**config.mk**
```make
export PLATFORM = sky130hd
export DESIGN_NAME = lane_dropper
export DESIGN_NICKNAME = d
export VERILOG_FILES = /design/src/rtl/rhythm_pkg.sv /design/src/rtl/key_edge_detect.sv /design/src/rtl/lane_dropper.sv
export SDC_FILE = /design/constraint.sdc
export NUM_CORES = 1
export LEC_CHECK = 0
export CAP_MARGIN = 20
export CORE_MARGIN = 8
export CORE_UTILIZATION = 41
export CTS_CLUSTER_DIAMETER = 80
export DETAILED_ROUTE_END_ITERATION = 10
export PLACE_DENSITY_LB_ADDON = 0.08
export SETUP_SLACK_MARGIN = 0.05
export SLEW_MARGIN = 40
export SYNTH_ARGS = -nofsm -noshare
export SYNTH_HDL_FRONTEND = slang
export SYNTH_SLANG_ARGS = --single-unit
```
**constraint.sdc**
```tcl
create_clock -name frame_clk -period 6.82 [get_ports frame_clk]
set_clock_uncertainty 0.2 [all_clocks]
set_input_delay 0.682 -clock frame_clk [delete_from_list [all_inputs] [get_ports frame_clk]]
set_output_delay 0.682 -clock frame_clk [all_outputs]
set_load 0.05 [all_outputs]
```
**src/rtl/rhythm_pkg.sv**
```systemverilog
// Shared rhythm-game definitions: keycodes, lane FSM states, playfield defaults and arrow bitmaps.
// The lane debug struct carries the perfect counter when PERFECT_GRADE_EN is defined.
package rhythm_pkg;

    localparam logic [7:0] KEY_SPACE = 8'h2c;
    localparam logic [7:0] KEY_ESC   = 8'h01;
    localparam logic [7:0] KEY_RIGHT = 8'h4f;
    localparam logic [7:0] KEY_LEFT  = 8'h50;
    localparam logic [7:0] KEY_DOWN  = 8'h51;
    localparam logic [7:0] KEY_UP    = 8'h52;

    typedef enum logic [1:0] {IDLE, WAIT, FALL, DONE} lane_state_t;

    localparam int DEF_Y_START = 100;
    localparam int DEF_Y_MAX   = 400;
    localparam int DEF_ARROW_H = 40;

    typedef struct packed {
        lane_state_t state;
        logic [7:0]  note;
        logic [7:0]  perfect_count;
    } lane_dbg_t;

    // Solid triangle arrow; bit r*40+c is row r, column c. dir: 0 up, 1 down, 2 left, 3 right.
    function automatic logic [1599:0] arrow_bitmap(input logic [1:0] dir);
        logic [1599:0] bm;
        int rr, cc, d;
        bm = '0;
        for (int r = 0; r < 40; r++) begin
            for (int c = 0; c < 40; c++) begin
                case (dir)
                    2'd0:    begin rr = r;      cc = c; end
                    2'd1:    begin rr = 39 - r; cc = c; end
                    2'd2:    begin rr = c;      cc = r; end
                    default: begin rr = 39 - c; cc = r; end
                endcase
                d = (cc >= 20) ? cc - 20 : 20 - cc;
                if (2 * d <= rr) bm[r*40+c] = 1'b1;
            end
        end
        return bm;
    endfunction

    localparam logic [1599:0] ARROW_UP_BMP    = arrow_bitmap(2'd0);
    localparam logic [1599:0] ARROW_DOWN_BMP  = arrow_bitmap(2'd1);
    localparam logic [1599:0] ARROW_LEFT_BMP  = arrow_bitmap(2'd2);
    localparam logic [1599:0] ARROW_RIGHT_BMP = arrow_bitmap(2'd3);

endpackage

```
**src/rtl/key_edge_detect.sv**
```systemverilog
// Dual-slot keycode match with a one-frame delayed copy, giving a single press per key-down.
module key_edge_detect #(
    parameter logic [7:0] KEY_CODE = 8'h4f
) (
    input  logic       clk_i,
    input  logic       rst_i,
    input  logic [7:0] keycode_i,
    input  logic [7:0] keycode_second_i,
    output logic       match_o,
    output logic       press_o
);
    logic match_q;

    assign match_o = (keycode_i == KEY_CODE) || (keycode_second_i == KEY_CODE);
    assign press_o = match_o && !match_q;

    always_ff @(posedge clk_i) begin
        if (rst_i) match_q <= 1'b0;
        else       match_q <= match_o;
    end
endmodule

```
**src/rtl/lane_dropper.sv**
```systemverilog
// One rhythm-game lane: drops NUM_NOTES arrows, grades hit/miss, keeps saturating counts.
// Optional macro PERFECT_GRADE_EN adds perfect_pulse and an internal perfect counter.
module lane_dropper
    import rhythm_pkg::*;
#(
    parameter logic [9:0] LANE_X      = 10'd500,
    parameter logic [7:0] KEY_CODE    = 8'h4f,
    parameter logic [7:0] START_KEY   = 8'h2c,
    parameter logic [7:0] RESTART_KEY = 8'h01,
    parameter int         Y_START     = DEF_Y_START,
    parameter int         Y_MAX       = DEF_Y_MAX,
    parameter int         ARROW_H     = DEF_ARROW_H,
    parameter int         HIT_LO      = 340,
    parameter int         START_DELAY = 220,
    parameter int         NOTE_GAP    = 60,
    parameter int         NUM_NOTES   = 4,
    parameter int         SPEED       = 1
) (
    input  logic       frame_clk,
    input  logic       Reset,
    input  logic [7:0] keycode,
    input  logic [7:0] keycode_second,
    output logic [9:0] dropX,
    output logic [9:0] dropY,
    output logic       visible,
    output logic       hit_pulse,
    output logic       miss_pulse,
    output logic [7:0] hit_count,
    output logic [7:0] miss_count,
    output logic       done,
    output logic       perfect_pulse
);
    localparam logic [9:0]  Y_START10  = 10'(Y_START);
    localparam logic [10:0] Y_MAX11    = 11'(Y_MAX);
    localparam logic [10:0] ARROW_H11  = 11'(ARROW_H);
    localparam logic [10:0] HIT_LO11   = 11'(HIT_LO);
    localparam logic [10:0] SPEED11    = 11'(SPEED);
    localparam logic [10:0] Y_CLAMP11  = 11'(Y_MAX - ARROW_H);
    localparam logic [15:0] FIRST_DLY  = 16'(START_DELAY - 1);
    localparam logic [15:0] GAP_DLY    = 16'(NOTE_GAP - 1);
    localparam logic [7:0]  LAST_NOTE  = 8'(NUM_NOTES - 1);

    lane_state_t state_q, state_d;
    logic [15:0] cnt_q, cnt_d;
    logic [7:0]  note_q, note_d;
    logic [9:0]  y_q, y_d;
    logic        vis_q, vis_d;
    logic        hit_q, hit_d;
    logic        miss_q, miss_d;
    logic [7:0]  hits_q, hits_d;
    logic [7:0]  misses_q, misses_d;
    logic        done_q, done_d;

    logic        key_match, key_press;
    logic        start_seen, restart_seen;
    logic [10:0] bottom, y_next;
    logic        hit_now;

    key_edge_detect #(.KEY_CODE(KEY_CODE)) u_key (
        .clk_i            (frame_clk),
        .rst_i            (Reset),
        .keycode_i        (keycode),
        .keycode_second_i (keycode_second),
        .match_o          (key_match),
        .press_o          (key_press)
    );

    assign start_seen   = (keycode == START_KEY)   || (keycode_second == START_KEY);
    assign restart_seen = (keycode == RESTART_KEY) || (keycode_second == RESTART_KEY);

    assign bottom  = {1'b0, y_q} + ARROW_H11;
    assign hit_now = (state_q == FALL) && (bottom < Y_MAX11) && key_press && (bottom >= HIT_LO11);

    always_comb begin
        y_next = {1'b0, y_q} + SPEED11;
        if (y_next > Y_CLAMP11) y_next = Y_CLAMP11;
    end

    always_comb begin
        state_d  = state_q;
        cnt_d    = cnt_q;
        note_d   = note_q;
        y_d      = y_q;
        vis_d    = vis_q;
        hit_d    = 1'b0;
        miss_d   = 1'b0;
        hits_d   = hits_q;
        misses_d = misses_q;
        done_d   = done_q;
        case (state_q)
            IDLE: begin
                if (start_seen) begin
                    state_d  = WAIT;
                    cnt_d    = '0;
                    note_d   = '0;
                    hits_d   = '0;
                    misses_d = '0;
                end
            end
            WAIT: begin
                if (cnt_q == ((note_q == 8'd0) ? FIRST_DLY : GAP_DLY)) begin
                    state_d = FALL;
                    y_d     = Y_START10;
                    vis_d   = 1'b1;
                    cnt_d   = '0;
                end else begin
                    cnt_d = cnt_q + 16'd1;
                end
            end
            FALL: begin
                if (bottom >= Y_MAX11 || hit_now) begin
                    // Miss has priority over a press landing on the same frame.
                    if (bottom >= Y_MAX11) begin
                        miss_d   = 1'b1;
                        misses_d = (misses_q == 8'hff) ? misses_q : misses_q + 8'd1;
                    end else begin
                        hit_d  = 1'b1;
                        hits_d = (hits_q == 8'hff) ? hits_q : hits_q + 8'd1;
                    end
                    vis_d = 1'b0;
                    if (note_q == LAST_NOTE) begin
                        state_d = DONE;
                        done_d  = 1'b1;
                    end else begin
                        state_d = WAIT;
                        note_d  = note_q + 8'd1;
                        cnt_d   = '0;
                    end
                end else begin
                    y_d = y_next[9:0];
                end
            end
            DONE: begin
                done_d = 1'b1;
                vis_d  = 1'b0;
                if (restart_seen) begin
                    state_d = IDLE;
                    done_d  = 1'b0;
                end
            end
            default: state_d = IDLE;
        endcase
    end

    always_ff @(posedge frame_clk) begin
        if (Reset) begin
            state_q  <= IDLE;
            cnt_q    <= '0;
            note_q   <= '0;
            y_q      <= Y_START10;
            vis_q    <= 1'b0;
            hit_q    <= 1'b0;
            miss_q   <= 1'b0;
            hits_q   <= '0;
            misses_q <= '0;
            done_q   <= 1'b0;
        end else begin
            state_q  <= state_d;
            cnt_q    <= cnt_d;
            note_q   <= note_d;
            y_q      <= y_d;
            vis_q    <= vis_d;
            hit_q    <= hit_d;
            miss_q   <= miss_d;
            hits_q   <= hits_d;
            misses_q <= misses_d;
            done_q   <= done_d;
        end
    end

`ifdef PERFECT_GRADE_EN
    logic       perf_q, perf_d;
    logic [7:0] perf_cnt_q, perf_cnt_d;
    lane_dbg_t  dbg;

    always_comb begin
        perf_d     = hit_now && (bottom >= HIT_LO11 + 11'd20) && (bottom < HIT_LO11 + 11'd40);
        perf_cnt_d = perf_cnt_q;
        if (state_q == IDLE && start_seen)          perf_cnt_d = '0;
        else if (perf_d && perf_cnt_q != 8'hff)     perf_cnt_d = perf_cnt_q + 8'd1;
    end

    always_ff @(posedge frame_clk) begin
        if (Reset) begin
            perf_q     <= 1'b0;
            perf_cnt_q <= '0;
        end else begin
            perf_q     <= perf_d;
            perf_cnt_q <= perf_cnt_d;
        end
    end

    assign dbg           = '{state: state_q, note: note_q, perfect_count: perf_cnt_q};
    assign perfect_pulse = perf_q;
`else
    assign perfect_pulse = 1'b0;
`endif

    assign dropX      = LANE_X;
    assign dropY      = y_q;
    assign visible    = vis_q;
    assign hit_pulse  = hit_q;
    assign miss_pulse = miss_q;
    assign hit_count  = hits_q;
    assign miss_count = misses_q;
    assign done       = done_q;

    logic unused_ok;
    assign unused_ok = key_match;
endmodule

```
==> results.yml <==
run_status:
  status: "finished, final reports clean"
worst_setup_path:
  r2r_setup_slack_ns: 3.46
  critPathMaxFanout: 16
  critPathKind: "register to register"
  endpoint_kind: "register"
  crit_required_ns: 6.81
  critPathLaunch: "dropY[3]"
  startpoint_type: "register"
  worstPathArrival_ns: 3.36
  rr_worst_depth: 9
  timing.rr.start: "dropY[3]"
  rr_endpoint: "cnt_q[13]"
detailed_routing:
  remaining_drc_errors: 0
  ant_nets: 0
  vias: 3636
  routedWlPerCell_um: 16.4
  drt_iter0_drc: 212
  firstDrtPassIters: 4
  drt_wl_total_mm: 10.1
  viasPerCell: 5.93
logic_synthesis:
  ys_top_cells_by_area: "dfxtp_1 31%, nand3_1 4.3%, nor2_1 4.0%, and3_1 3.5%, nand2_1 3.5%"
  synth_warnings: 0
  synth_edf_count: 0
  async_flop_share_pct: 0
  synth_cell_types: 80
  ys_ff_latch: 57
  syn_area_um2: 3740
  yosysTopAreaCell: "dfxtp_1"
  synth_ff_type: "dfxtp_1"
  synth_top_cell_area_share_pct: 30.5
  yosysSeqAreaShare_pct: 30.5
  avgSynthCellArea_um2: 8.04
  synth_most_common_cell: "dfxtp_1"
  syn_inst: 465
  synthTopCellsByCount: "57 x dfxtp_1, 40 x nor2_1, 35 x nand2_1, 32 x nand3_1, 26 x o21ai_0"
global_routing:
  antenna_found_initial: 0
  first_global_vias: 3497
  grtUsageTotal_pct: 16.0
  overflow: 0
  grt_max_degree: 42
  grt_first_pass_wirelength_mm: 16.9
clocking:
  htreeDepth: 3
  cts_buffers: 9
  clkSlewWorstSetupHoldPaths_ns: 0.07
  cts_tree: "yes"
  ctsResizeCount: 0
  clockBufferDepth: 2
  clock_sinks: 57
  cts.hold.buffers_added: 0
  clock_latency_ns: 0.34
  root_buffer: "clkbuf_8"
  post-cts-setup-buffer-count: 0
placed_design:
  io_buffers: 47
  dp_slack_ns: 3.10
  gp_congestion: 0.828
  dp_cells: 597
  placed_area_um2: 4180
  hpwl_mm: 7.04
layout:
  fill_cells: 870
  utilization_pct: 48.5
  antenna_cells: 0
  drive_above_1_share_pct: 6.97
  multi_input_area_um2: 2360
  seq_area_um2: 1140
  syn_to_final_growth_pct: 17.2
  final_cell_count_no_fill: 613
  final_nets: 525
  fin_area_um2: 4380
timing:
  slew_viol_final: 0
  max_freq_mhz: 297
  layout_min_cycle_time_ns: 3.36
  hold_violations: 0
  whs_ns: 0.290
  setup_viol: 0
  worst_pin_slew_ns: 0.829
  setup_ws_ns: 3.46
  slew_headroom_pct: 44.4
  finalSetupTns_ns: 0
  rsz0062_at_grt: "no"
  post-route-period-util_pct: 49.3
power:
  seq_power_share_pct: 43.1
  p_int_uw: 552
  power_switching_uw: 249
  finalPower_uw: 801
  ir_drop_mv: 0.124
  power.density_nw_per_um2: 183
  netSwitchingFraction_pct: 31.1
  p_leak_nw: 1.51
  combPwrFrac_pct: 16.0
  clkPwrFrac_pct: 40.9
die:
  die_x_um: 111
  row_count: 35
  die_h_um: 111
  die_area_um2: 12400
  start_util_pct: 41.4
  floorplan.io_pins: 59
  coreArea_um2: 9020
worst_hold_path:
  min_from: "note_q[7]"
  hold_depth: 2
  hold_end: "note_q[7]"
  hp-class: "register to register"
run:
  drv_cap: 0
## final cells by class
| cell class | count | area share [%] |
|---|---|---|
| multi-input cells | 366 | 53.9 |
| repair buffers | 48 | 10.9 |
| clock inverters | 6 | 1.51 |
| well taps | 111 | 3.17 |
| flip-flops and latches | 57 | 26.1 |
| inverters | 15 | 1.29 |
| clock buffers | 10 | 3.14 |
## worst max path at each step
stage                      to  slack (ns)  cells after the start
floorplan            dropY[4]        3.61                     10
global placement     cnt_q[5]        3.15                      7
detailed placement   cnt_q[7]        3.10                      7
CTS                 cnt_q[15]        3.42                      8
global route         cnt_q[9]        3.11                      9
finish              cnt_q[13]        3.46                      9
## layout by cell type, fill, tap and decap left out, types with 4 or more instances in the layout
master	count
dfxtp_1	57
o31ai_1	10
or3_1	8
nand3_1	32
nand2b_1	4
nand2_1	35
nor2_1	40
a21oi_1	25
conb_1	11
a311oi_1	13
clkbuf_8	10
nor3_1	7
o211ai_1	12
ha_1	10
inv_1	14
and2_1	5
nor4_1	4
clkdlybuf4s50_1	47
nand4_1	5
a31oi_1	9
and3_1	21
a41oi_1	4
o21ai_1	6
xnor2_1	4
o21ai_0	26
## power groups by stage
stage	clock network [mW]	logic [mW]	registers, mW
finish	0.328	0.128	0.346
global route	0.351	0.141	0.347
CTS	0.337	0.128	0.346
detailed placement	0	0.127	0.353
global placement	0	0.126	0.353
floorplan	0	0.0983	0.351
## kinds of logic (layout without fill, tap and decap cells)
| logic type | Yosys count | count (layout) | share of synthesized area [%] |
|---|---|---|---|
| flops | 57 | 57 | 30.5 |
| other cells | 2 | 11 | 0.201 |
| buf+inv | 51 | 79 | 7.20 |
| simple gates | 190 | 190 | 27.9 |
| xor+xnor | 6 | 6 | 1.41 |
| mux | 2 | 2 | 0.569 |
| fa+ha+maj | 10 | 10 | 3.35 |
| compound gates | 147 | 147 | 28.9 |
## routing by layer
metal / track usage, % / routed length [µm]
met5: 0 / 0
met4: 6.84 / 170
met3: 4.30 / 348
met2: 27.5 / 5070
met1: 18.3 / 4470
## worst max-delay path, stage by stage (launching register included)
cell	delay [ns]
dfxtp_1	0.62
inv_1	0.13
ha_1	0.36
nand3b_1	0.09
o31ai_1	0.40
nand2b_1	0.13
a21o_1	0.26
a211o_1	0.37
nor2_2	0.50
a311oi_1	0.17
## state kept, by name, summed over array words and instances (netlist names)
signal and cells:
dropY 10, visible 1, hit_count 8, miss_count 8
cnt_q 16, state_q 2, note_q 8, done 1
miss_pulse 1, hit_pulse 1, u_key.match_q 1
(Power assumes the default switching activity.)
